## src/rtl/mem_req_initiator.sv

```systemverilog
// Purpose : CPU-side initiator for the slow data-memory bus (cs/we/addr/din -> dout/ack).
// Latency : 3 cycles minimum from req to the rdata_valid pulse; a dead responder aborts after TIMEOUT_CYCLES.
// Backpressure: cpu_stall holds the pipeline from req acceptance until the DONE/ERR cycle.
//
// Ports:
//   clk, rst            clock and synchronous active-high reset
//   req/req_we/req_addr/req_wdata   access from the MEM stage (sampled only in IDLE)
//   cpu_stall           combinational pipeline hold
//   rdata/rdata_valid   load data and one-cycle completion pulse
//   err                 one-cycle timeout pulse
//   mem_cs/we/addr/din  registered bus request, held stable for the whole access
//   mem_dout/mem_ack    responder data and acknowledge
module mem_req_initiator #(
    parameter int TIMEOUT_CYCLES = 64,
    parameter int CNT_W          = 7
) (
    input  logic        clk,
    input  logic        rst,
    input  logic        req,
    input  logic        req_we,
    input  logic [31:0] req_addr,
    input  logic [31:0] req_wdata,
    output logic        cpu_stall,
    output logic [31:0] rdata,
    output logic        rdata_valid,
    output logic        err,
    output logic        mem_cs,
    output logic        mem_we,
    output logic [31:0] mem_addr,
    output logic [31:0] mem_din,
    input  logic [31:0] mem_dout,
    input  logic        mem_ack
);

    typedef enum logic [2:0] {
        IDLE = 3'd0,
        ARM  = 3'd1,
        WAIT = 3'd2,
        DONE = 3'd3,
        ERR  = 3'd4
    } state_t;

    state_t           state;
    state_t           state_nxt;
    logic [CNT_W-1:0] cnt;
    logic             timeout;

    assign timeout = (cnt == CNT_W'(TIMEOUT_CYCLES - 1));

    always_ff @(posedge clk) begin
        if (rst) begin
            state <= IDLE;
        end else begin
            state <= state_nxt;
        end
    end

    always_comb begin
        state_nxt   = state;
        cpu_stall   = 1'b0;
        rdata_valid = 1'b0;
        err         = 1'b0;
        case (state)
            IDLE: begin
                cpu_stall = req;
                if (req) begin
                    state_nxt = ARM;
                end
            end
            ARM: begin
                // An ack still high from the previous access must drop before
                // a new one can be trusted; no ack qualifies here, so timeout wins.
                cpu_stall = 1'b1;
                if (timeout) begin
                    state_nxt = ERR;
                end else if (!mem_ack) begin
                    state_nxt = WAIT;
                end
            end
            WAIT: begin
                // Ack beats a coincident timeout.
                cpu_stall = 1'b1;
                if (mem_ack) begin
                    state_nxt = DONE;
                end else if (timeout) begin
                    state_nxt = ERR;
                end
            end
            DONE: begin
                rdata_valid = 1'b1;
                state_nxt   = IDLE;
            end
            ERR: begin
                err       = 1'b1;
                state_nxt = IDLE;
            end
            default: begin
                state_nxt = IDLE;
            end
        endcase
    end

    always_ff @(posedge clk) begin
        if (rst) begin
            mem_cs   <= 1'b0;
            mem_we   <= 1'b0;
            mem_addr <= 32'd0;
            mem_din  <= 32'd0;
            rdata    <= 32'd0;
            cnt      <= '0;
        end else begin
            case (state)
                IDLE: begin
                    if (req) begin
                        mem_cs   <= 1'b1;
                        mem_we   <= req_we;
                        mem_addr <= req_addr;
                        mem_din  <= req_wdata;
                        cnt      <= '0;
                    end
                end
                ARM, WAIT: begin
                    if (state_nxt == DONE) begin
                        mem_cs <= 1'b0;
                        if (!mem_we) begin
                            rdata <= mem_dout;
                        end
                    end else if (state_nxt == ERR) begin
                        mem_cs <= 1'b0;
                        rdata  <= 32'd0;
                    end else if (cnt != '1) begin
                        cnt <= cnt + 1'b1;
                    end
                end
                default: begin
                end
            endcase
        end
    end

endmodule

```

## config.mk

```make
export PLATFORM = sky130hd
export DESIGN_NAME = mem_req_initiator
export DESIGN_NICKNAME = d
export VERILOG_FILES = /design/src/rtl/mem_req_initiator.sv
export SDC_FILE = /design/constraint.sdc
export NUM_CORES = 1
export LEC_CHECK = 0
export ABC_AREA = 1
export CAP_MARGIN = 20
export CORE_MARGIN = 10
export CORE_UTILIZATION = 40
export DETAILED_ROUTE_END_ITERATION = 8
export PLACE_DENSITY = 0.76
export SYNTH_ARGS = -nofsm -noshare
export SYNTH_HDL_FRONTEND = slang
export SYNTH_SLANG_ARGS = --single-unit
```

## constraint.sdc

```tcl
create_clock -name clk -period 3.4 [get_ports clk]
set_input_delay 0.68 -clock clk [delete_from_list [all_inputs] [get_ports clk]]
set_output_delay 0.68 -clock clk [all_outputs]
set_load 0.05 [all_outputs]
```

==> flow_metrics.env <==
export IMPL_outcome="complete, no violations"
export IMPL_die_h_um=122
export IMPL_yosys_area_share_adder_pct=0.302
export IMPL_rsz0062_at_grt="no"
export IMPL_wl_mm=13.3
export IMPL_max_cap_viol_count=0
export IMPL_drc=0
export IMPL_period_needed_ps=2950
export IMPL_cts_sinks=108
export IMPL_cts_tree="built"
export IMPL_synth_top_family_by_area="simple AND/OR/NAND/NOR gates"
export IMPL_slew_headroom_pct=61.8
export IMPL_synth_edf_count=0
export IMPL_crit_slowest_cell="clkdlybuf4s50_1"
export IMPL_clock_fmax_mhz=338
export IMPL_fin_area_um2=6350
export IMPL_finalCritPeriodShare_pct=86.9
export IMPL_synthFlopType="dfxtp_1"
export IMPL_worstSetupStartpointType="input pin"
export IMPL_endpoint_kind="primary output"
export IMPL_grt_total_usage_pct=17.1
export IMPL_crit_type="in -> out"
export IMPL_postSynthCellCount=534
export IMPL_drive_gt1_share_pct=5.14
export IMPL_synth_simple_area_share_pct=26.8
export IMPL_worstPathCellList="clkdlybuf4s50_1, inv_1, nand2_1, nand3_1, inv_1, clkdlybuf4s50_1"
export IMPL_detail_route_wl_per_cell_um=15.5
export IMPL_cts_setup_buffers=0
export IMPL_dieArea_um2=14800
export IMPL_syn_cell_area_um2=4140
export IMPL_start_util_pct=40.7
export IMPL_yosysTopAreaCell="dfxtp_1"
export IMPL_ioPinCount=202
export IMPL_die_x_um=122
export IMPL_cts_htree_levels=3
export IMPL_drt_pass1_iterations=4
export IMPL_grt_pass1_wl_mm=20.6
export IMPL_path_buf_inv=4
export IMPL_grt_remaining_overflow=0
export IMPL_worstHoldStart="mem_cs"
export IMPL_core_area_um2=10200
export IMPL_initialDrtViolationCount=218
export IMPL_hold_violations=0
export IMPL_rr_worst_depth=7
export IMPL_avgSynthCellArea_um2=7.76
export IMPL_cts_resized_gates=0
export IMPL_nets=817
export IMPL_routabilityCongestion=0.786
export IMPL_routed_via_density=4.86
export IMPL_clk_pin_slew_ps=90
export IMPL_worstPathMaxFanout=2
export IMPL_synthArstFlopShare_pct=0
export IMPL_post_dp_hpwl_mm=9.94
export IMPL_finalSetupViolations=0
export IMPL_muxShareOfSynthArea_pct=0
export IMPL_synth_common_cells="nor2_1 (148), dfxtp_1 (108), o21ai_0 (67)"
export IMPL_synth_compound_area_share_pct=13.8
export IMPL_tns_ps=0
export IMPL_tightest_slew_ps=571
export IMPL_worst_ep_required_time_ps=2720
export IMPL_p_leak_nw=2.37
export IMPL_synth_xor_area_share_pct=0.211
export IMPL_worstPathArrival_ps=2270
export IMPL_ys_warn_count=0
export IMPL_seq_area_frac_synth_pct=52.2
export IMPL_power_per_cell_area_nw_per_um2=474
export IMPL_ant_nets=0
export IMPL_rows=37
export IMPL_cts_inserted_buffers=9
export IMPL_antenna_found_initial=0
export IMPL_synth_most_common_cell="nor2_1"
export IMPL_area_growth_pct=53.3
export IMPL_grt_pass1_vias=4019
export IMPL_rrSetupSlack_ps=1450
export IMPL_grt_max_degree=66
export IMPL_placed_area_um2=6170
export IMPL_min_path_type="reg -> reg"
export IMPL_vias=4162
export IMPL_port_buffers=201
export IMPL_slew_violations=0
export IMPL_diodes=0
export IMPL_clk_path_buf_depth=2
export IMPL_rr_endpoint="rdata[26]"
export IMPL_whs_endpoint="mem_cs"
export IMPL_cpPeakStageDelay_ps=820
export IMPL_holdPathStages=2
export IMPL_synth_top_cell_area_share_pct=52.2
export IMPL_crit_family="buffers and inverters"
export IMPL_synth_area_leaders="dfxtp_1 (52%), nor2_1 (13%), o21ai_0 (8.1%), nand3_1 (5.6%), a21oi_1 (5.2%)"
export IMPL_irDropWorstVdd_mv=0.269
export IMPL_rr_startpoint="state[1]"
export IMPL_ys_seq_elements=108
export IMPL_ctsHoldBuffers=0
export IMPL_clock_root_buffer="clkbuf_8"
export IMPL_clk_latency_ps=350
export IMPL_clock_skew_ps=18.5
export IMPL_synthDistinctLibCells=26
export IMPL_synth_nets=636
==> logic make-up after synthesis <==
logic type / Yosys count
fa+ha+maj: 1
xor+xnor: 1
buf+inv: 51
simple gates: 260
flops: 108
compound gates: 113
==> metal layers <==
metal	global-route usage, %	up-vias	share of wire (%)
li1	-	2094	-
met1	18.3	1890	38
met2	28.1	170	47
met3	10.5	8	14
met4	4.02	0	0.67
met5	0	-	0
==> worst max-delay path by stage <==
| stage | end | slack, ps | startpoint | cells after the start |
|---|---|---|---|---|
| detailed placement | cpu_stall | 430 | req | 6 |
| global placement | cpu_stall | 430 | req | 6 |
| floorplan | err | 1230 | state[2] | 2 |
| finish | cpu_stall | 450 | req | 6 |
| CTS | cpu_stall | 430 | req | 6 |
| global route | cpu_stall | 380 | req | 6 |
==> final cells by class <==
| cell class | count | area [um2] |
|---|---|---|
| fillers | 895 | 3840 |
| flip-flops and latches | 108 | 2160 |
| repair buffers | 206 | 2070 |
| multi-input cells | 375 | 1700 |
| well taps | 136 | 170 |
| clock buffers | 11 | 141 |
| inverters | 15 | 56.3 |
| clock inverters | 5 | 41.3 |
==> sequential cells by signal, summed over array words and instances (netlist names) <==
signal and flops:
cnt 7, mem_addr 32, mem_cs 1, mem_din 32
mem_we 1, rdata 32, state 3
==> tightest hold or removal path: stages, from the launching register on <==
cell     delay [ps]
dfxtp_1         320
nand3_1          70
a21oi_1          50
==> placed cells by master, fill, tap and decap left out, types with 2 or more instances in the layout <==
| cell | synthesis | final |
|---|---|---|
| a21oi_1 | 43 | 43 |
| buf_12 | 0 | 2 |
| buf_4 | 7 | 3 |
| clkbuf_8 | 0 | 10 |
| clkdlybuf4s50_1 | 0 | 201 |
| clkinvlp_4 | 0 | 2 |
| dfxtp_1 | 108 | 108 |
| inv_1 | 11 | 10 |
| inv_2 | 4 | 4 |
| inv_6 | 0 | 3 |
| nand2_1 | 51 | 51 |
| nand2_2 | 2 | 2 |
| nand3_1 | 46 | 46 |
| nand3_2 | 2 | 2 |
| nor2_1 | 148 | 148 |
| nor2_2 | 4 | 4 |
| nor3_1 | 2 | 2 |
| o21ai_0 | 67 | 67 |
==> where the power goes <==
group	internal, mW	switching, mW
combinational	0.324	0.534
clock	0.296	0.438
sequential	1.36	0.0569
==> stage by stage <==
stage          util, %  setup slack, ps  power (mW)  hold WS [ps]  std cells
3_5_place_dp      60.5              432        2.31           471        840
2_1_floorplan        -             1230        1.96           468        534
6_report          62.3              445        3.01           483        856
4_1_cts           62.3              432        3.04           488        856
3_3_place_gp      60.5              434        2.29           460        840
5_1_grt           62.3              379        3.15           507        856
Power figures use the tool's default switching activity.
